$ cat src/rtl/jx2_mem_arbiter.sv
// jx2_mem_arbiter
// Shares the single memory tile between the L1 I-cache and L1 D-cache miss
// ports. One requester owns the tile at a time and keeps it for the whole
// transaction, until it drops its op mode back to READY.
//
// Build option: define JX2_MEMARB_ROUNDROBIN_EN to replace the default
// I-side priority (with D-side starvation limit) by round-robin arbitration
// on contention. Ports and latency are the same in both builds.
//
// OK status encoding on icOK/dcOK/memOK: READY=0, OK=1, HOLD=2, FAULT=3.
// Op mode 0 means READY (no request) on every opm port.

module jx2_mem_arbiter #(
  parameter int unsigned STARVE_MAX = 4
) (
  input  logic         clock,
  input  logic         reset,

  input  logic [47:0]  icAddr,
  input  logic [4:0]   icOpm,
  output logic [127:0] icDataO,
  output logic [1:0]   icOK,

  input  logic [47:0]  dcAddr,
  input  logic [4:0]   dcOpm,
  input  logic [127:0] dcDataI,
  output logic [127:0] dcDataO,
  output logic [1:0]   dcOK,

  output logic [47:0]  memAddr,
  output logic [4:0]   memOpm,
  output logic [127:0] memDataO,
  input  logic [127:0] memDataI,
  input  logic [1:0]   memOK,

  output logic [1:0]   arbOwner
);

  localparam logic [1:0] OK_READY = 2'd0;
  localparam logic [1:0] OK_HOLD  = 2'd2;

  localparam logic [3:0] STARVE_SAT = 4'hF;

`ifndef JX2_MEMARB_ROUNDROBIN_EN
  localparam logic [3:0] STARVE_LIM = 4'(STARVE_MAX);
`endif

  // State encoding doubles as the arbOwner trace code (00 none, 01 I, 10 D).
  typedef enum logic [1:0] {
    IDLE  = 2'b00,
    GNT_I = 2'b01,
    GNT_D = 2'b10
  } arbState_t;

  arbState_t  state;
  arbState_t  pickState;
  logic [3:0] starve;
  logic       icReq;
  logic       dcReq;
  logic       dWins;

`ifdef JX2_MEMARB_ROUNDROBIN_EN
  // High when the most recent grant went to the D side.
  logic       lastOwnerD;
`endif

  assign icReq = |icOpm;
  assign dcReq = |dcOpm;

  // Decide who would win if arbitration happened this cycle; only used in IDLE.
  always_comb begin
    dWins     = 1'b0;
    pickState = IDLE;
`ifdef JX2_MEMARB_ROUNDROBIN_EN
    dWins = dcReq && (!icReq || !lastOwnerD);
`else
    dWins = dcReq && (!icReq || (starve >= STARVE_LIM));
`endif
    if (dWins) begin
      pickState = GNT_D;
    end else if (icReq) begin
      pickState = GNT_I;
    end else begin
      pickState = IDLE;
    end
  end

  // Main FSM: grant from IDLE, hold while the owner's opm stays nonzero, then fall back to IDLE.
  always_ff @(posedge clock) begin
    if (reset) begin
      state <= IDLE;
    end else begin
      case (state)
        IDLE: begin
          state <= pickState;
        end
        GNT_I: begin
          if (!icReq) begin
            state <= IDLE;
          end
        end
        GNT_D: begin
          if (!dcReq) begin
            state <= IDLE;
          end
        end
        default: begin
          state <= IDLE;
        end
      endcase
    end
  end

  // Starvation counter: counts I grants handed out while D was left waiting.
  always_ff @(posedge clock) begin
    if (reset) begin
      starve <= '0;
    end else if (state == IDLE) begin
      if ((pickState == GNT_D) || !dcReq) begin
        starve <= '0;
      end else if ((pickState == GNT_I) && (starve != STARVE_SAT)) begin
        starve <= starve + 4'd1;
      end
    end
  end

`ifdef JX2_MEMARB_ROUNDROBIN_EN
  // Remember the side that got the last grant so contention alternates.
  always_ff @(posedge clock) begin
    if (reset) begin
      lastOwnerD <= 1'b1;
    end else if (state == IDLE) begin
      if (pickState == GNT_I) begin
        lastOwnerD <= 1'b0;
      end else if (pickState == GNT_D) begin
        lastOwnerD <= 1'b1;
      end
    end
  end
`endif

  // Port steering from the current owner; reset forces every output to its idle value.
  always_comb begin
    memAddr  = '0;
    memOpm   = '0;
    memDataO = '0;
    icDataO  = '0;
    dcDataO  = '0;
    icOK     = OK_READY;
    dcOK     = OK_READY;
    arbOwner = 2'b00;
    if (!reset) begin
      arbOwner = state;
      case (state)
        IDLE: begin
          icOK = icReq ? OK_HOLD : OK_READY;
          dcOK = dcReq ? OK_HOLD : OK_READY;
        end
        GNT_I: begin
          memAddr = icAddr;
          memOpm  = icOpm;
          icOK    = memOK;
          icDataO = memDataI;
          dcOK    = dcReq ? OK_HOLD : OK_READY;
        end
        GNT_D: begin
          memAddr  = dcAddr;
          memOpm   = dcOpm;
          memDataO = dcDataI;
          dcOK     = memOK;
          dcDataO  = memDataI;
          icOK     = icReq ? OK_HOLD : OK_READY;
        end
        default: begin
          arbOwner = 2'b00;
        end
      endcase
    end
  end

endmodule

$ cat config.mk
export PLATFORM = sky130hd
export DESIGN_NAME = jx2_mem_arbiter
export DESIGN_NICKNAME = d
export VERILOG_FILES = /design/src/rtl/jx2_mem_arbiter.sv
export SDC_FILE = /design/constraint.sdc
export NUM_CORES = 1
export LEC_CHECK = 0
export CORE_AREA = 2 2 311 313
export DETAILED_ROUTE_END_ITERATION = 7
export DIE_AREA = 0 0 313 315
export DONT_BUFFER_PORTS = 1
export PLACE_DENSITY_LB_ADDON = 0.08
export SLEW_MARGIN = 30
export SYNTH_ARGS = -nofsm -noshare
export SYNTH_HDL_FRONTEND = slang
export SYNTH_SLANG_ARGS = --single-unit
$ cat constraint.sdc
create_clock -name clock -period 2.4 [get_ports clock]
set_clock_uncertainty 0.1 [all_clocks]
set_input_delay 0.48 -clock clock [delete_from_list [all_inputs] [get_ports clock]]
set_output_delay 0.48 -clock clock [all_outputs]
set_load 0.01 [all_outputs]
==> results.yml <==
detailed_routing:
  via_count: 4984
  wl_met1_um: 15600
  top_layer: "met5"
  wl_per_cell_um: 22.9
  drtIter0Drc: 215
  met3_length_um: 4200
  dr_wl_met2_um: 21900
  routed_wl_um: 43000
  postRouteAntennaNets: 0
  firstDrtPassIters: 5
  vias_per_cell: 2.66
  remaining_drc_errors: 0
power_and_ir_drop:
  fin_total_pwr_mw: 2.11
  irDropWorstVdd_uv: 127
  p_seq_share_pct: 7.5
  power_frac_comb_pct: 79.8
  switching_share_pct: 54.3
  power.switching_mw: 1.15
  p_leak_nw: 1.83
  p_int_uw: 965
  clock_power_share_pct: 12.7
  cellPowerDensity_mw_per_mm2: 360
logic_synthesis:
  synth_area_mm2: 0.00371
  ys_ff_latch: 6
  avgSynthCellArea_um2: 6.10
  ys_warn_count: 0
  synth_top_area_share_pct: 65.2
  postSynthCellCount: 608
  syn-num-nets: 981
  yosys.area.top_type: "and2_1"
  yosys-top-cells-area: "and2_1 65%, a22oi_1 11%, clkbuf_1 6.2%"
  yosysUniqueCellTypes: 25
  synth_seq_area_share_pct: 3.24
clocking:
  cts_tree: "done"
  clk_pin_slew_ns: 0.03
  clk_latency_ns: 0.23
  cts_buffers: 3
  cts_hold_buf: 0
  h-tree-depth: 1
  cts-root-buf: "clkbuf_16"
  cts_buffer_depth: 2
  cts.sinks: 6
sta:
  whs_ns: 0.227
  setup_viol: 0
  rsz0062_at_grt: "true"
  maxClockFrequency_mhz: 426
  tightest_slew_ns: 0.391
  fin_crit_sh_pct: 97.8
  relSlewSlack_pct: 73.9
  finalSetupTns_ns: 0
  report.final.hold_viol_count: 0
  period_minus_slack_ns: 2.35
  slew_viol_final: 0
worst_setup_path:
  slowest_stage: "dfxtp_2"
  required_ns: 1.82
  cp_num_cells: 6
  startpoint_type: "flop"
  reg2reg_to: "state[1]$_SDFFE_PP0P_"
  r2r-start: "state[1]$_SDFFE_PP0P_"
  critPathArrivalTime_ns: 1.77
  rr_worst_depth: 6
  r2r_slack_ns: 0.48
  crit_type: "flop to primary output"
  crit_start: "state[1]$_SDFFE_PP0P_"
  path_cells: "inv_1 -> ha_2 -> nor2b_4 -> buf_12 -> buf_16 -> and2_1"
  cp-endpoint: "icDataO[108]"
  end_kind: "primary output"
  crit_path_max_fanout: 40
  cpPeakStageDelay_ns: 0.34
  path_buf_inv: 3
  crit_family: "buffers and inverters"
placement:
  gp_congestion: 0.723
  place_hpwl_um: 37300
  io_buffers: 0
  placedCellCount: 1849
floorplan:
  initial_core_util_pct: 3.87
  io_pins: 809
  dieHeight_um: 315
  fp-row-count: 114
  core_area_mm2: 0.0957
  die_area_mm2: 0.0986
  die_w_um: 313
cells_and_area:
  num-fill-cells: 11364
  areaGrowthSynthToFinish_pct: 58.2
  drive_gt1_share_pct: 14.7
  multi_input_area_mm2: 0.00346
  nNetsFinal: 962
  regArea_um2: 123
  fin_cells: 1877
global_routing:
  grt_max_degree: 66
  antenna_found_initial: 66
  grt_pass1_wl_um: 48900
  track_usage_pct: 7.59
  grt_pass1_vias: 4300
  overflow: 0
worst_hold_path:
  worstHoldStart: "reset"
  hold_path.class: "primary input to flop"
outcome:
  run_status: "finished clean"
flow_run:
  max-cap-violations: 0
[power groups by stage]
stage / registers [mW] / logic (mW) / clock network [mW]
3_3_place_gp: 0.158 / 1.67 / 0
2_1_floorplan: 0.148 / 1.10 / 0
4_1_cts: 0.156 / 1.63 / 0.277
6_report: 0.159 / 1.69 / 0.269
5_1_grt: 0.165 / 1.84 / 0.282
3_5_place_dp: 0.155 / 1.60 / 0
[state kept, by name, indices dropped and copies added, names as in the netlist]
register  flops
state         2
starve        4
[cell families (layout without fill, tap and decap cells)]
group	count (synthesis)	in the layout	share of synthesized area [%]
AND/OR/NAND/NOR	460	460	73.8
flip-flops	6	6	3.24
buffers and inverters	65	44	6.58
AO/OA/AOI/OAI	70	70	14.0
adder cells (fa/ha/maj)	7	7	2.36
other	0	14	0
[metal layers]
metal  global-route usage (%)  vias to the layer above
met1                     8.59                     2390
met5                        0                        -
met4                     1.46                       14
met2                     14.2                      593
met3                     2.03                      100
li1                         -                     1887
[per-stage QoR]
stage	setup WS (ns)	utilization, %	instance area [um^2]
floorplan	0.301	-	3710
global placement	-0.0147	5.65	5400
detailed placement	-0.00948	5.65	5400
CTS	-0.0403	5.92	5670
global route	-0.0440	6.10	5840
finish	0.0528	6.13	5860
[worst min-delay path by stage]
stage	end	cells after the start
2_1_floorplan	starve[1]$_SDFFE_PP0P_	2
4_1_cts	starve[0]$_SDFFE_PP0P_	1
3_5_place_dp	starve[1]$_SDFFE_PP0P_	2
3_3_place_gp	starve[1]$_SDFFE_PP0P_	2
5_1_grt	starve[0]$_SDFFE_PP0P_	1
6_report	starve[0]$_SDFFE_PP0P_	1
[cell usage in the layout, fill, tap and decap left out, drive strengths merged]
master,Yosys,routed
a41oi,1,1
nor4,1,1
and2,386,386
nand2,6,6
nor2,54,54
clkbuf,61,6
diode,0,14
or2,2,2
dfxtp,6,6
buf,0,34
o211a,1,1
a41o,1,1
nand2b,2,2
o21ai,3,3
a211oi,4,4
nand4b,1,1
o31ai,1,1
a21oi,4,4
nor2b,5,5
a22oi,53,53
inv,4,4
ha,7,7
o21a,1,1
or4,2,2
a21boi,1,1
nand4,1,1
[timing repair]
action,4_1_cts,5_1_grt
gates resized for setup,21,30
setup endpoints to repair,234,244
pin swaps,0,1
setup buffers,2,3
gates cloned,3,3
[layout make-up]
type | instances | area share (%)
Tap cell | 1276 | 27.2
Inverter | 4 | 0.299
Multi-Input combinational cell | 537 | 58.9
Clock buffer | 3 | 1.28
Timing Repair Buffer | 37 | 9.58
Sequential cell | 6 | 2.09
Antenna cell | 14 | 0.597
[synth_stat cells]
cell type and count:
a211oi_1 4, a21boi_2 1, a21oi_1 4, a22oi_1 53
a41o_1 1, a41oi_1 1, and2_1 386, clkbuf_1 61
dfxtp_1 6, ha_1 7, inv_1 4, nand2_1 6
nand2b_1 2, nand4_1 1, nand4b_1 1, nor2_1 54
nor2b_1 5, nor4_1 1, o211a_1 1, o21a_1 1
o21ai_0 3, o31ai_1 1, or2_2 2, or4_1 1
or4_4 1
Note: power is estimated with default switching activity, not from simulation.
